<file path="src/rtl/serial_subtractor_pkg.sv">
// Shared definitions for the bit-serial subtractor: state encoding and default width.
package serial_subtractor_pkg;

  localparam int DEFAULT_WIDTH = 4;

  typedef enum logic [1:0] {
    IDLE  = 2'd0,
    SHIFT = 2'd1,
    DONE  = 2'd2
  } state_e;

endpackage

</file>
<file path="src/rtl/full_subtractor_1_bit.sv">
// Single-bit full subtractor cell, gate-level mirror of the adder's full-adder cell.
module full_subtractor_1_bit (
  output logic diff,
  output logic borrow_out,
  input  logic a,
  input  logic b,
  input  logic borrow_in
);

  logic a_xor_b;
  logic a_n;
  logic xor_n;
  logic brw_gen;
  logic brw_prop;

  // A borrow is generated when a=0,b=1 and propagated when a==b.
  xor g_x0 (a_xor_b, a, b);
  xor g_x1 (diff, a_xor_b, borrow_in);
  not g_n0 (a_n, a);
  not g_n1 (xor_n, a_xor_b);
  and g_a0 (brw_gen, a_n, b);
  and g_a1 (brw_prop, xor_n, borrow_in);
  or  g_o0 (borrow_out, brw_gen, brw_prop);

endmodule

</file>
<file path="src/rtl/serial_subtractor.sv">
// Bit-serial subtractor: diff = a - b - b_in, one bit per clock LSB first,
// result and borrow held in registers and flagged by a one-cycle done strobe.
module serial_subtractor
  import serial_subtractor_pkg::*;
#(
  parameter int WIDTH = DEFAULT_WIDTH
) (
  input  logic             clk,
  input  logic             rst_n,
  input  logic             start,
  input  logic [WIDTH-1:0] a,
  input  logic [WIDTH-1:0] b,
  input  logic             b_in,
  output logic             busy,
  output logic             done,
  output logic [WIDTH-1:0] diff,
  output logic             b_out
);

  localparam int CNT_W = $clog2(WIDTH);
  localparam logic [CNT_W-1:0] CNT_LAST = CNT_W'(WIDTH - 1);

  state_e           state_q, state_d;
  logic [WIDTH-1:0] a_sh_q, a_sh_d;
  logic [WIDTH-1:0] b_sh_q, b_sh_d;
  logic [WIDTH-1:0] d_sh_q, d_sh_d;
  logic [WIDTH-1:0] diff_q, diff_d;
  logic [CNT_W-1:0] cnt_q, cnt_d;
  logic             brw_q, brw_d;
  logic             b_out_q, b_out_d;
  logic             busy_q, busy_d;
  logic             done_q, done_d;

  logic             bit_diff;
  logic             bit_borrow;

  full_subtractor_1_bit u_cell (
    .diff       (bit_diff),
    .borrow_out (bit_borrow),
    .a          (a_sh_q[0]),
    .b          (b_sh_q[0]),
    .borrow_in  (brw_q)
  );

  always_comb begin
    state_d = state_q;
    a_sh_d  = a_sh_q;
    b_sh_d  = b_sh_q;
    d_sh_d  = d_sh_q;
    diff_d  = diff_q;
    cnt_d   = cnt_q;
    brw_d   = brw_q;
    b_out_d = b_out_q;

    unique case (state_q)
      IDLE, DONE: begin
        if (start) begin
          state_d = SHIFT;
          a_sh_d  = a;
          b_sh_d  = b;
          brw_d   = b_in;
          d_sh_d  = '0;
          cnt_d   = '0;
        end else begin
          state_d = IDLE;
        end
      end
      SHIFT: begin
        a_sh_d = {1'b0, a_sh_q[WIDTH-1:1]};
        b_sh_d = {1'b0, b_sh_q[WIDTH-1:1]};
        d_sh_d = {bit_diff, d_sh_q[WIDTH-1:1]};
        brw_d  = bit_borrow;
        cnt_d  = cnt_q + CNT_W'(1);
        // The last bit lands in diff directly, so the result is complete on entry to DONE.
        if (cnt_q == CNT_LAST) begin
          state_d = DONE;
          diff_d  = {bit_diff, d_sh_q[WIDTH-1:1]};
          b_out_d = bit_borrow;
        end
      end
      default: state_d = IDLE;
    endcase

    busy_d = (state_d == SHIFT);
    done_d = (state_d == DONE);
  end

  always_ff @(posedge clk or negedge rst_n) begin
    if (!rst_n) begin
      state_q <= IDLE;
      a_sh_q  <= '0;
      b_sh_q  <= '0;
      d_sh_q  <= '0;
      diff_q  <= '0;
      cnt_q   <= '0;
      brw_q   <= 1'b0;
      b_out_q <= 1'b0;
      busy_q  <= 1'b0;
      done_q  <= 1'b0;
    end else begin
      state_q <= state_d;
      a_sh_q  <= a_sh_d;
      b_sh_q  <= b_sh_d;
      d_sh_q  <= d_sh_d;
      diff_q  <= diff_d;
      cnt_q   <= cnt_d;
      brw_q   <= brw_d;
      b_out_q <= b_out_d;
      busy_q  <= busy_d;
      done_q  <= done_d;
    end
  end

  assign busy  = busy_q;
  assign done  = done_q;
  assign diff  = diff_q;
  assign b_out = b_out_q;

endmodule

</file>
<file path="config.mk">
export PLATFORM = sky130hd
export DESIGN_NAME = serial_subtractor
export DESIGN_NICKNAME = d
export VERILOG_FILES = /design/src/rtl/serial_subtractor_pkg.sv /design/src/rtl/full_subtractor_1_bit.sv /design/src/rtl/serial_subtractor.sv
export SDC_FILE = /design/constraint.sdc
export NUM_CORES = 1
export LEC_CHECK = 0
export BUFFER_PORTS_ARGS = -buffer_cell sky130_fd_sc_hd__clkbuf_2
export CAP_MARGIN = 20
export CORE_ASPECT_RATIO = 1.4
export CORE_UTILIZATION = 53
export DETAILED_ROUTE_END_ITERATION = 8
export PLACE_DENSITY_LB_ADDON = 0.15
export SYNTH_ARGS = -nofsm -noshare
export SYNTH_HDL_FRONTEND = slang
export SYNTH_SLANG_ARGS = --single-unit
</file>
<file path="constraint.sdc">
create_clock -name clk -period 2 [get_ports clk]
set_input_delay 0.1 -clock clk [delete_from_list [all_inputs] [get_ports clk]]
set_output_delay 0.1 -clock clk [all_outputs]
set_load 0.005 [all_outputs]
</file>
## Yosys cells after proc, flatten, opt, wreduce, memory -nomap -nowiden

Cells that the tools add are included.

- $add $sub $neg: 1
- Equality and inequality tests: 6
- Muxes and demuxes: 13
- Bitwise gates (word level): 7
- Reduce and logical (&&, ||, !) cells: 5

Operators with widths:

| cell | number |
|---|---|
| $pmux W4 S2 | 3 |
| $mux W4 | 3 |
| $pmux W2 S2 | 2 |
| $eq A2 B2 Y1 const B | 3 |
| $eq A2 B1 Y1 const B | 2 |
| $mux W2 | 2 |
| $reduce_and A2 Y1 | 2 |
| $add A2 B1 Y2 const B | 1 |
| $and A1 B1 Y1 | 2 |
| $logic_not A2 Y1 | 1 |
| $mux W1 | 2 |
| $ne A2 B2 Y1 const B | 1 |
| $not A1 Y1 | 2 |
| $pmux W1 S2 | 1 |
| $reduce_bool A2 Y1 | 1 |
| $reduce_or A2 Y1 | 1 |
| $xor A1 B1 Y1 | 2 |
| $or A1 B1 Y1 | 1 |

- Flip-flop bits (word level): 24
- Input bits: 12
- Word-level logic and storage cells: 42

## Depth between registers and ports, before layout

Gate-level depths: netlist of the first run.

- Depth after elaboration: 5
- Mapped depth: 4
- Depth with buffers taken out: 4

## Hierarchy

Synthesis of the first run repeated with hierarchy kept, for this count alone.

- Cell total of the unflattened synthesis: 85
- Area, all modules: 1163.6 um^2

By module, submodules not included:

| module | instances | cells each | area each (um^2) |
|---|---|---|---|
| serial_subtractor | 1 | 81 | 1132.3 |
| full_subtractor_1_bit | 1 | 4 | 31.3 |

## Worst setup path after synthesis of the first run

No wires, ideal clock.

- Path type: register to register
- From: register a_sh_q[0]
- To: register d_sh_q[3]
- Arrival: 1.265 ns
- Data required time: 1.879 ns
- Slack: 0.614 ns
- Cell stages (with the launch flop): 4
- Buffers on the path: 0
- Period minus slack after synthesis: 1.386 ns
- Path through: dfrtp_1 fa_1 mux2_2 a22o_1

- Longest elaborated chain between the ends: 3

Ends and longest elaborated chain:

| element | line | RTL |
|---|---|---|
| start, declared | serial_subtractor.sv:24 | `logic [WIDTH-1:0] a_sh_q, a_sh_d;` |
| start signal, assigned | serial_subtractor.sv:102 | `a_sh_q <= a_sh_d;` |
| $xor A1 B1 Y1 | full_subtractor_1_bit.sv:17 | `xor g_x0 (a_xor_b, a, b);` |
| $xor A1 B1 Y1 | full_subtractor_1_bit.sv:18 | `xor g_x1 (diff, a_xor_b, borrow_in);` |
| named net bit_diff | serial_subtractor.sv:34 | `logic bit_diff;` |
| $pmux W4 S2 | serial_subtractor.sv:55 | `unique case (state_q)` |
| end signal, assigned | serial_subtractor.sv:104 | `d_sh_q <= d_sh_d;` |
| end, declared | serial_subtractor.sv:26 | `logic [WIDTH-1:0] d_sh_q, d_sh_d;` |

The timed path passes the listed nets, and every way through them passes these cells.
A chain may end at the register's enable or synchronous reset.

## Worst setup path after layout of the first run

Ends and elaborated chain as after synthesis.

==> impl.org, run 1 <==
** GRT
- Residual overflow from global routing :: 0
- Number of antenna violations at the first check in global routing :: 0
- The number of global-route vias before repair was 668.
- Wire length of the first global-routing pass :: 2880 µm
- Overall routing resource usage :: 18.6%
- Entering global routing, the biggest net connects 24 pins.

** Detailed routing
- Detailed-router iteration count before antenna repair :: 2
- Count of vias placed by the detailed router :: 724
- For this block, the initial DRC count from the detailed router was 10.
- Residual DRC count :: 0
- The routed design has 1780 µm of wire.
- Vias per std cell :: 5.57
- In the final routed layout, each cell accounts on average for 13.7 µm.
- In this run the remaining antenna-violating nets after routing total 0.

** Timing
- Worst Max-Slew Pin Slew :: 0.557 ns
- The hold violation count in the final report came to 0.
- The clock period could shrink to 1.43 ns.
- Setup Skew :: 0.00447 ns
- Portion of the clock cycle consumed by the worst path in the final layout :: 71.7%
- Max frequency :: 0.697 GHz
- Hold timing on the final database bottoms out at a slack of 0.0598 ns.
- Headroom to the max-slew limit came out at 62.8%.
- Final setup vio count :: 0
- The count of final max-slew check failures is 0.
- For the final routed database, the setup TNS stands at 0 ns.
- Setup repair after global routing missed its margin :: no

** Worst setup path
- Arr. time, crit path :: 1.64 ns
- Walking the worst path, the cells encountered are fa_1 -> mux2_2 -> a22o_1.
- In this design, the stage delay of the slowest critical-path cell is 0.47 ns.
- Together, buffers and inverters on the worst path number 0.
- STA classifies the critical path endpoint as a flop.
- Along the worst path, the maximum fanout reaches 3.
- Slowest-stage cell, CP :: sky130_fd_sc_hd__fa_1
- CP Launch Type :: flop
- Type of the setup path with the least slack :: flop to flop
- Data on the critical path is required at its endpoint by 2.21 ns.
- On the critical path the largest part of the delay comes from adder cells.

** Cells and area
- The repair_antennas step left the layout with diodes totalling 0.
- Commonest cells after routing, fill and taps aside :: sky130_fd_sc_hd__dfrtp_1 (23), sky130_fd_sc_hd__clkbuf_2 (18), sky130_fd_sc_hd__mux2i_1 (7), sky130_fd_sc_hd__mux2_2 (7)
- Fraction of layout instances using a drive strength above 1 :: 32.1%
- Number of fillers in the final layout :: 177
- The area growth from synthesis to layout is 11.9%.
- Net count, final :: 124
- Most common library cell in the layout ignoring fill and taps :: sky130_fd_sc_hd__dfrtp_1
- Measured on the finished design, the core utilization comes to 63.0%.

** Synth
- Yosys attributes the largest share of cell area to sky130_fd_sc_hd__dfrtp_1 (52%), sky130_fd_sc_hd__mux2_2 (7.2%), sky130_fd_sc_hd__mux2i_1 (6.4%).
- Syn Std Cell Area :: 1100 µm²
- Post-synthesis instance total :: 89
- sky130_fd_sc_hd__dfrtp_1 takes more of the synthesized area than any other cell.
- Number of nets produced by synthesis :: 103
- Total of warnings raised by yosys :: 0
- Number of distinct standard cells referenced by the synthesized netlist :: 24
- Fraction of synthesized cell area taken by the top area cell type :: 52.5%
- Sequential elements use 52.5% of the synthesized area.
- Post-synthesis average cell area :: 12.3 µm²
- In this run, synthesis produced a sequential element count of 23.

** Die
- In this run the vertical extent of the chip is 55.8 µm.
- Standard cell core area :: 1950 µm²
- I/O pin count :: 19
- Starting Density :: 56.3%
- Die span in x :: 40.5 µm
- The initialized floorplan defines 19 standard-cell rows.
- The floorplan step defined a die boundary enclosing 2260 µm².

** Clock tree
- Clock latency on the worst-skew pair :: 0.31 ns
- After clock tree synthesis, the clock-pin slew on the worst setup and hold paths is 0.12 ns.
- TritonCTS created 3 clock buffers.
- In this run the number of H-tree levels came out at 1.
- TritonCTS built the clock tree.
- Buffers inserted to repair hold after CTS numbered 1.
- Postcts setup bufs :: 0
- Cells resized by post-CTS repair :: 0
- Counting along the longest clock path gives a buffer depth of 2.
- CTS Root Cell :: sky130_fd_sc_hd__clkbuf_4
- Clock sink count :: 23

** Place
- Detailed placement ended at an HPWL of 1250 µm.
- Port-buffer cells :: 18
- Global placement routability congestion :: 0.739

** Pwr
- The worst-case IR drop observed on VDD is 0.759 mV.
- Leakage power figure :: 0.597 nW
- Power per unit of standard cell area :: 1470 nW/µm²
- The completed layout was analyzed and its total power is 1.81 mW.

** Run status
- The flow ran to the end, and the final reports show no timing, DRC or antenna violations.

** Run
- Maximum Capacitance Violations :: 0

** Worst hold path
- Class of the most critical hold timing path :: primary input to flop
registers in the layout, indices dropped and copies added, names as in the netlist:
signal	cells
a_sh_q	4
b_sh_q	4
diff	4
d_sh_q	3
cnt_q	2
state_q	2
b_out	1
brw_q	1
busy	1
done	1
per-stage QoR:
stage / std cells / worst slack, ns / area [µm²]
2_1_floorplan: 89 / 0.614 / 1100
3_3_place_gp: 125 / 0.602 / 1190
3_5_place_dp: 125 / 0.573 / 1190
4_1_cts: 130 / 0.555 / 1230
5_1_grt: 130 / 0.500 / 1230
6_report: 130 / 0.566 / 1230
metal layers:
| layer | up-vias | part of all wire (%) | track usage (%) |
|---|---|---|---|
| li1 | 357 | - | - |
| met1 | 347 | 44 | 24.5 |
| met2 | 16 | 51 | 27.7 |
| met3 | 4 | 2.6 | 2.40 |
| met4 | 0 | 2.1 | 11.4 |
| met5 | - | 0 | 0 |
worst reg2reg max path, delay by kind of cell, from the launching register on:
| kind | cells | cell delay, ns |
|---|---|---|
| AO/OA/AOI/OAI | 1 | 0.17 |
| flip-flops | 1 | 0.43 |
| multiplexers | 1 | 0.27 |
| adder cells (fa/ha/maj) | 1 | 0.47 |
layout make-up:
class	instances	area (µm²)	share of cell area [%]
Sequential cell	23	576	46.9
Multi-Input combinational cell	56	465	37.9
Clock buffer	4	26.3	2.14
Inverter	5	18.8	1.53
Tap cell	21	26.3	2.14
Timing Repair Buffer	21	115	9.38
logic make-up (layout without fill, tap and decap cells):
kind of cell	count (synthesis)	in the layout	synth area share, %
compound gates	24	24	14.1
flops	23	23	52.5
mux	16	16	16.3
simple gates	14	14	9.01
buf+inv	10	30	5.13
fa+ha+maj	2	2	2.96
power breakdown:
group / total [mW] / leakage, nW / switching (mW) / internal [mW]
registers: 0.849 / 0.285 / 0.172 / 0.677
logic: 0.749 / 0.298 / 0.317 / 0.432
clock network: 0.210 / 0.0150 / 0.133 / 0.0779
path summary, 6_finish.rpt:
path,from,to,slack [ns],cells after the start
worst max-delay path,a_sh_q[0],d_sh_q[3],0.57,3
worst min-delay path,b_in,brw_q,0.06,3
worst max register to register,a_sh_q[0],d_sh_q[3],0.57,3
worst min register to register,b_out,b_out,0.51,2
max in group asynchronous,rst_n,state_q[1],1.33,2
min in group asynchronous,rst_n,b_sh_q[2],0.30,2
Yosys cell counts (all sizes together):
| master | instances |
|---|---|
| mux2i | 7 |
| nand2 | 1 |
| mux2 | 9 |
| a21oi | 6 |
| clkbuf | 2 |
| buf | 3 |
| nor2b | 6 |
| fa | 1 |
| a211oi | 6 |
| dfrtp | 23 |
| a31oi | 1 |
| or2b | 2 |
| nand3b | 1 |
| o21ai | 6 |
| nor2 | 1 |
| nand3 | 3 |
| o32ai | 1 |
| a22o | 4 |
| inv | 5 |
| ha | 1 |
Note: power is estimated with default switching activity, not from simulation.
==> run 2, diff against run 1 <==
ABC_AREA = 1   (was not set)
clock period = 1.4 ns   (was 2 ns; I/O delays follow)
==> run 2 against run 1 <==
  * Maximum frequency rose by 17%
  * Hold slack improved by 0.0025 ns
  * Count of clock-buffer cells in the layout fell by 1
  * Die area fell by 1.7%
  * Synthesized cell count rose by 36%
  * Setup slack got worse by 0.40 ns
  * Sequential share of layout area barely moved
  * Critical path depth rose by 3
  * Largest power group is now combinational logic
  * Clock power rose by 43%
  * Critical path type unchanged
  * Critical endpoint is now a_sh_q[1]
  * Register-to-register slack got worse by 0.40 ns
==> impl.org, run 2 <==
** Synth
- The async set or reset register ratio after synthesis was 100% (unchanged).
- The total standard cell area after synthesis came to 1080 µm² (was 1100 µm²).
- The gate count of the mapped netlist was 121 (was 89).
- Number of distinct standard cells referenced by the synthesized netlist :: 16 (was 24)
- The area fraction of the dominant cell type after synthesis was 53.4% (was 52.5%).
- The post-synthesis cell type with the largest combined area is sky130_fd_sc_hd__dfrtp_1 (unchanged).
- Number of nets produced by synthesis :: 135 (was 103)
- The sequential-to-total area share from yosys stat was 53.4% (was 52.5%).
- Most frequent cell after synthesis :: sky130_fd_sc_hd__nand2_1 (was sky130_fd_sc_hd__dfrtp_1)
- Number of synthesized register bits :: 23 (unchanged)
- Area contributors post-synth :: sky130_fd_sc_hd__dfrtp_1 (53%), sky130_fd_sc_hd__nand2_1 (13%), sky130_fd_sc_hd__inv_1 (7.7%) (was sky130_fd_sc_hd__dfrtp_1 (52%), sky130_fd_sc_hd__mux2_2 (7.2%), sky130_fd_sc_hd__mux2i_1 (6.4%))
- Post-synth EDFFs :: 0 (unchanged)
- Post-synthesis average cell area :: 8.90 µm² (was 12.3 µm²)
- Ys flop type :: sky130_fd_sc_hd__dfrtp_1 (unchanged)
- The number of warnings issued by yosys was 0 (unchanged).
- List of most frequent post-synthesis cells :: sky130_fd_sc_hd__nand2_1 (37), sky130_fd_sc_hd__dfrtp_1 (23), sky130_fd_sc_hd__inv_1 (22) (was sky130_fd_sc_hd__dfrtp_1 (23), sky130_fd_sc_hd__mux2_2 (7), sky130_fd_sc_hd__mux2i_1 (7))

** GRT
- The initial antenna violation count is 0 (unchanged).
- The largest net degree at the start of global routing came to 24 (unchanged).
- The number of global-route vias before repair is 798 (was 668).
- The global-route total usage across every layer came to 19.6% (was 18.6%).
- Residual overflow from global routing :: 0 (unchanged)
- Wire length of the first global-routing pass :: 3080 µm (was 2880 µm)

** Worst hold path
- Start point of the worst min-delay path :: b[1] (was b_in)
- WHS Path Cells :: 5 (was 3)
- The worst min-delay path endpoint is b_sh_q[1] (was brw_q).
- Class of the most critical hold timing path :: primary input to flop (unchanged)

** Place
- Post-detail-place hpwl :: 1370 µm (was 1250 µm)
- Port-buffer cells :: 18 (unchanged)
- The placer's final routability congestion estimate came to 0.819 (was 0.739).
- Pre-CTS WS :: 0.0888 ns (was 0.573 ns)
- The placed cell area is 1170 µm² (was 1190 µm²).

** Timing
- Relative slew slack :: 63.0% (was 62.8%)
- The fmax came to 0.813 GHz (was 0.697 GHz).
- TNS Setup :: 0 ns (unchanged)
- Worst Max-Slew Pin Slew :: 0.555 ns (was 0.557 ns)
- Max-slew violation total from the final report :: 0 (unchanged)
- Setup repair after global routing missed its margin :: no (unchanged)
- The setup violation total in the final timing report was 0 (unchanged).
- The hold violation count in the final report was 0 (unchanged).
- The fraction of the cycle the final worst path needs is 87.9% (was 71.7%).
- The worst setup slack after layout was 0.170 ns (was 0.566 ns).
- The final worst hold slack was 0.0623 ns (was 0.0598 ns).
- Shortest period the worst path allows :: 1.23 ns (was 1.43 ns)
- The worst clock skew is 0.00351 ns (was 0.00447 ns).

** Clock tree
- The number of H-tree branching levels came to 1 (unchanged).
- The master cell of the clock root buffer was sky130_fd_sc_hd__clkbuf_4 (unchanged).
- CTS tree :: yes (unchanged)
- The clock edge transition at the registers on the reported setup and hold paths came to 0.12 ns (about the same).
- The maximum number of buffers from clock root to sink is 2 (unchanged).
- Clock sink count :: 23 (unchanged)
- Postcts setup bufs :: 0 (unchanged)
- Clock latency on the worst-skew pair :: 0.31 ns (about the same)
- The TritonCTS buffer count came to 3 (unchanged).

** Cells and area
- Commonest cells after routing, fill and taps aside :: sky130_fd_sc_hd__nand2_1 (37), sky130_fd_sc_hd__dfrtp_1 (23), sky130_fd_sc_hd__inv_1 (22), sky130_fd_sc_hd__clkbuf_2 (18), sky130_fd_sc_hd__nand3_1 (13) (was sky130_fd_sc_hd__dfrtp_1 (23), sky130_fd_sc_hd__clkbuf_2 (18), sky130_fd_sc_hd__mux2i_1 (7), sky130_fd_sc_hd__mux2_2 (7))
- The area used by sequential logic in the layout was 576 µm² (unchanged).
- Number of fillers in the final layout :: 175 (was 177)
- The most common library cell in the layout ignoring fill and taps was sky130_fd_sc_hd__nand2_1 (was sky130_fd_sc_hd__dfrtp_1).
- The final instance area was 1230 µm² (about the same).
- N_diodes :: 0 (unchanged)
- The area occupied by multi-input gates is 377 µm² (was 465 µm²).
- Signed area change from the synthesized netlist to the final layout :: 14.1% (was 11.9%)
- The share of layout cells above drive strength 1 was 27.1% (was 32.1%).
- The final net count came to 159 (was 124).

** Worst setup path
- Data required time of the worst path :: 1.61 ns (was 2.21 ns)
- The type of element launching the critical path is a flop (unchanged).
- The category of the most critical setup path is flop to flop (unchanged).
- Worst Reg-to-Reg Cells :: 6 (was 3)
- Critical register-to-register path endpoint :: a_sh_q[1] (was d_sh_q[3])
- The kind of capture point of the worst setup path is a flop (unchanged).
- The worst setup slack for register-to-register paths is 0.17 ns (was 0.57 ns).
- Arr. time, crit path :: 1.44 ns (was 1.64 ns)
- Max FO, Critical Path :: 13 (was 3)
- Beginning of the worst register-to-register path :: state_q[0] (was a_sh_q[0])

** Die
- The die extent in x was 40.1 µm (was 40.5 µm).
- The placement row count is 18 (was 19).
- Die outline area :: 2220 µm² (was 2260 µm²)
- The number of ports placed on the die boundary is 19 (unchanged).
- Standard cell core area :: 1850 µm² (was 1950 µm²)
- The starting density of the core came to 58.3% (was 56.3%).
- The overall die height came to 55.3 µm (was 55.8 µm).

** Detailed routing
- Drt initial violations :: 10 (unchanged)
- The routed via count was 788 (was 724).
- Remaining antenna violation count after routing :: 0 (unchanged)
- Drt total wl :: 1790 µm (was 1780 µm)
- Wirelength per Cell :: 10.9 µm (was 13.7 µm)
- Residual DRC count :: 0 (unchanged)
- The total iterations of the first detailed-routing run is 4 (was 2).
- Vias per std cell :: 4.80 (was 5.57)

** Run status
- Run status: finished clean (unchanged).

** Pwr
- Peak supply drop :: 1.18 mV (was 0.759 mV)
- The power density relative to cell area was 2250 nW/µm² (was 1470 nW/µm²).
- The leakage power was 0.708 nW (was 0.597 nW).

** Run
- Maximum Capacitance Violations :: 0 (unchanged)
[run 2: through the flow]
stage                     utilization (%)  power (mW)  std cells
after floorplan                         -        2.20        121
after global placement               63.1        2.45        157
after detailed placement             63.1        2.49        157
after CTS                            66.3        2.80        164
after global routing                 66.5        3.08        164
final                                66.5        2.77        164
[run 2: cells by family (layout without fill, tap and decap cells)]
logic type,after synthesis,count (layout),synth area share (%)
simple gates,56,56,23.1
flops,23,23,53.4
compound gates,12,12,8.36
buf+inv,28,51,12.1
fa+ha+maj,2,2,3.02
[run 2: timing repair]
| item | CTS | global route |
|---|---|---|
| hold buffers | 3 | 0 |
| setup endpoints to repair | 0 | 8 |
| hold endpoints to repair | 25 | 0 |
| resized for setup | 0 | 1 |
[run 2: worst max-delay path by stage]
| stage | start | cells past startpoint | end | slack (ns) |
|---|---|---|---|---|
| 6_report | state_q[0] | 6 | a_sh_q[1] | 0.17 |
| 5_1_grt | state_q[0] | 6 | a_sh_q[0] | 0.05 |
| 4_1_cts | state_q[0] | 6 | a_sh_q[1] | 0.07 |
| 3_5_place_dp | state_q[0] | 6 | a_sh_q[1] | 0.09 |
| 3_3_place_gp | state_q[0] | 6 | b_sh_q[2] | 0.15 |
| 2_1_floorplan | b_sh_q[0] | 4 | d_sh_q[3] | 0.30 |
[run 2: cell type report]
type | instances | share of cell area, %
inverters | 25 | 7.84
clock buffers | 3 | 1.83
clock inverters | 1 | 0.407
flip-flops and latches | 23 | 46.8
repair buffers | 22 | 10.4
well taps | 20 | 2.04
multi-input cells | 70 | 30.7
[run 2: worst max-delay path, cell delays in order (launching register included)]
cell,delay (ns)
sky130_fd_sc_hd__dfrtp_1,0.52
sky130_fd_sc_hd__inv_4,0.13
sky130_fd_sc_hd__nand2_2,0.09
sky130_fd_sc_hd__nand2_4,0.17
sky130_fd_sc_hd__inv_2,0.10
sky130_fd_sc_hd__nand2_1,0.07
sky130_fd_sc_hd__nand2_1,0.05
[run 2: layer usage]
| layer | GRT usage [%] | wire length, µm | share of wire (%) |
|---|---|---|---|
| met2 | 34.6 | 940 | 52 |
| met3 | 2.41 | 52 | 2.9 |
| met1 | 22.1 | 767 | 43 |
| met4 | 7.39 | 34 | 1.9 |
| met5 | 0 | 0 | 0 |
[run 2: power by group]
part,total [mW],internal [mW],switching [mW]
clock network,0.301,0.107,0.194
logic,1.30,0.510,0.788
registers,1.17,0.976,0.196
total,2.77,1.59,1.18
==> run 3, diff against run 2 <==
CORE_ASPECT_RATIO = not set   (was 1.4)
==> run 3 against run 2 <==
  * Setup slack worse by 0.038 ns
  * Sequential cell count is the same
  * Combinational power barely moved
  * Count of clock-buffer cells in the layout unchanged
  * Non-clock buffer count stayed put
  * Core utilization up 1.3 points
==> impl.org, run 3 (synthesis results as in run 2) <==
** Die
- The area of the core region is 1820 µm² (was 1850 µm²).
- The overall die height was 47.1 µm (was 55.3 µm).
- FP Rows :: 15 (was 18)
- The starting density of the core came to 59.2% (was 58.3%).
- Die outline area :: 2220 µm² (about the same)
- I/O pin count :: 19 (unchanged)
- Die span in x :: 47.1 µm (was 40.1 µm)

** Place
- Post-detail-place hpwl :: 1390 µm (was 1370 µm)
- Pre-CTS WS :: 0.0639 ns (was 0.0888 ns)
- Count of placed standard cells including taps :: 162 (was 157)
- Port-buffer cells :: 18 (unchanged)
- Global placement routability congestion :: 0.848 (was 0.819)

** Pwr
- The leakage power was 0.708 nW (unchanged).
- The worst-case vdd ir drop is 1.29 mV (was 1.18 mV).
- Power per unit of standard cell area :: 2260 nW/µm² (was 2250 nW/µm²)

** Clock tree
- CTS clk-pin slew, worst paths :: 0.13 ns (was 0.12 ns)
- The maximum number of buffers from clock root to sink was 2 (unchanged).
- Total CTS buffers :: 3 (unchanged)
- The clock net sink count came to 23 (unchanged).
- The master cell of the clock root buffer is sky130_fd_sc_hd__clkbuf_4 (unchanged).
- The number of H-tree branching levels was 1 (unchanged).
- The clock tree from TritonCTS is yes (unchanged).
- Clock latency on the worst-skew pair :: 0.30 ns (was 0.31 ns)
- Postcts setup bufs :: 0 (unchanged)

** Timing
- Shortest period the worst path allows :: 1.27 ns (was 1.23 ns)
- The fmax is 0.789 GHz (was 0.813 GHz).
- Final setup vio count :: 0 (unchanged)
- Max-slew violation total from the final report :: 0 (unchanged)
- Setup repair after global routing missed its margin :: no (unchanged)
- The fraction of the cycle the final worst path needs is 90.6% (was 87.9%).
- The headroom to the max-slew limit was 63.4% (was 63.0%).
- TNS Setup :: 0 ns (unchanged)
- Final hold violation count :: 0 (unchanged)
- The slew of the pin with the lowest slew margin came to 0.549 ns (was 0.555 ns).
- The worst setup slack after layout came to 0.132 ns (was 0.170 ns).
- The worst clock skew is 0.00361 ns (was 0.00351 ns).

** Detailed routing
- Vias per std cell :: 4.73 (was 4.80)
- The total DRC errors in the routed layout came to 0 (unchanged).
- Detailed-router iteration count before antenna repair :: 4 (unchanged)
- The count of antenna-violating nets left after detailed routing came to 0 (unchanged).
- The final routed wirelength across all metal layers is 1880 µm (was 1790 µm).
- Count of vias placed by the detailed router :: 800 (was 788)
- The post-detailed-route wirelength per cell came to 11.1 µm (was 10.9 µm).
- The number of design-rule violations left by the first detailed-router iteration came to 16 (was 10).

** Cells and area
- The area used by sequential logic in the layout was 576 µm² (unchanged).
- N_diodes :: 0 (unchanged)
- The final net count was 159 (unchanged).
- Most common library cell in the layout ignoring fill and taps :: sky130_fd_sc_hd__nand2_1 (unchanged)
- The area occupied by multi-input gates is 377 µm² (unchanged).
- The share of layout cells above drive strength 1 is 27.1% (unchanged).
- Layout Utilization :: 67.8% (was 66.5%)
- Commonest cells after routing, fill and taps aside: sky130_fd_sc_hd__nand2_1 (37), sky130_fd_sc_hd__dfrtp_1 (23), sky130_fd_sc_hd__inv_1 (22), sky130_fd_sc_hd__clkbuf_2 (18), sky130_fd_sc_hd__nand3_1 (13) (unchanged).
- The number of standard cells in the layout, taps in and fillers out was 169 (was 164).
- Number of fillers in the final layout :: 150 (was 175)
- The synthesis-to-finish area growth is 14.6% (was 14.1%).

** Run status
- Run status :: finished clean (unchanged)

** GRT
- Number of antenna violations at the first check in global routing :: 0 (unchanged)
- The largest net degree at the start of global routing is 24 (unchanged).
- The number of global-route vias before repair is 789 (was 798).
- The global-route wire length before repair was 3280 µm (was 3080 µm).
- Residual overflow from global routing :: 0 (unchanged)
- The global-route total usage across every layer was 21.2% (was 19.6%).

** Worst setup path
- Max FO, Critical Path :: 13 (unchanged)
- Category of the worst setup path capture point :: flop (unchanged)
- Arr. time, crit path :: 1.52 ns (was 1.44 ns)
- The category of the most critical setup path was flop to flop (unchanged).
- The type of element launching the critical path is a flop (unchanged).
- The endpoint required time on the critical path is 1.65 ns (was 1.61 ns).

** Worst hold path
- Class of the most critical hold timing path :: primary input to flop (unchanged)

** Run
- The max capacitance violation total is 0 (unchanged).
## run 3: cell counts in the layout (fill, tap and decap cells not counted)
No cell type changed its count.
## run 3: layer usage
metal	vias to the layer above	GRT usage [%]	wire length [µm]
met5	-	0	0
met4	0	7.43	32
met3	6	3.46	54
met2	23	35.3	898
met1	354	28.3	898
li1	417	-	-
## run 3: critical path: stages (launching register included)
cell and delay (ns):
sky130_fd_sc_hd__dfrtp_1 0.59, sky130_fd_sc_hd__inv_4 0.08, sky130_fd_sc_hd__nand2_2 0.12, sky130_fd_sc_hd__nand2_4 0.13, sky130_fd_sc_hd__inv_2 0.15, sky130_fd_sc_hd__nand2_1 0.08
sky130_fd_sc_hd__nand2_1 0.07
## run 3: metrics by stage
step	hold WS, ns	total power [mW]	instance area [µm²]
2_1_floorplan	-0.226	2.20	1080
3_3_place_gp	0.0798	2.43	1170
4_1_cts	0.0608	2.80	1230
5_1_grt	0.0910	3.05	1230
6_report	0.0747	2.79	1230
3_5_place_dp	0.0885	2.49	1170
## run 3: area by class of cell
class	instances	area share [%]
Tap cell	25	2.53
Multi-Input combinational cell	70	30.5
Timing Repair Buffer	22	10.3
Sequential cell	23	46.6
Clock buffer	3	1.82
Clock inverter	1	0.405
Inverter	25	7.80
## run 3: worst paths after layout
| kind | depth (start not counted) | start | end | slack [ns] |
|---|---|---|---|---|
| setup / recovery | 6 | state_q[0] | b_sh_q[0] | 0.13 |
| hold / removal | 5 | b[2] | b_sh_q[2] | 0.07 |
| setup reg to reg | 6 | state_q[0] | b_sh_q[0] | 0.13 |
| hold reg to reg | 2 | a_sh_q[1] | a_sh_q[1] | 0.49 |
| max in group asynchronous | 2 | rst_n | b_sh_q[1] | 0.77 |
| min in group asynchronous | 2 | rst_n | b_sh_q[3] | 0.27 |
## run 3: where the power goes
part	switching, mW	internal [mW]
clock network	0.194	0.106
logic	0.806	0.508
registers	0.202	0.976
## run 3: repair_timing
item / CTS / global route
endpoints found under the setup margin: 0 / 8
hold buffers: 3 / 0
resized for setup: 0 / 1
endpoints found under the hold margin: 25 / 0
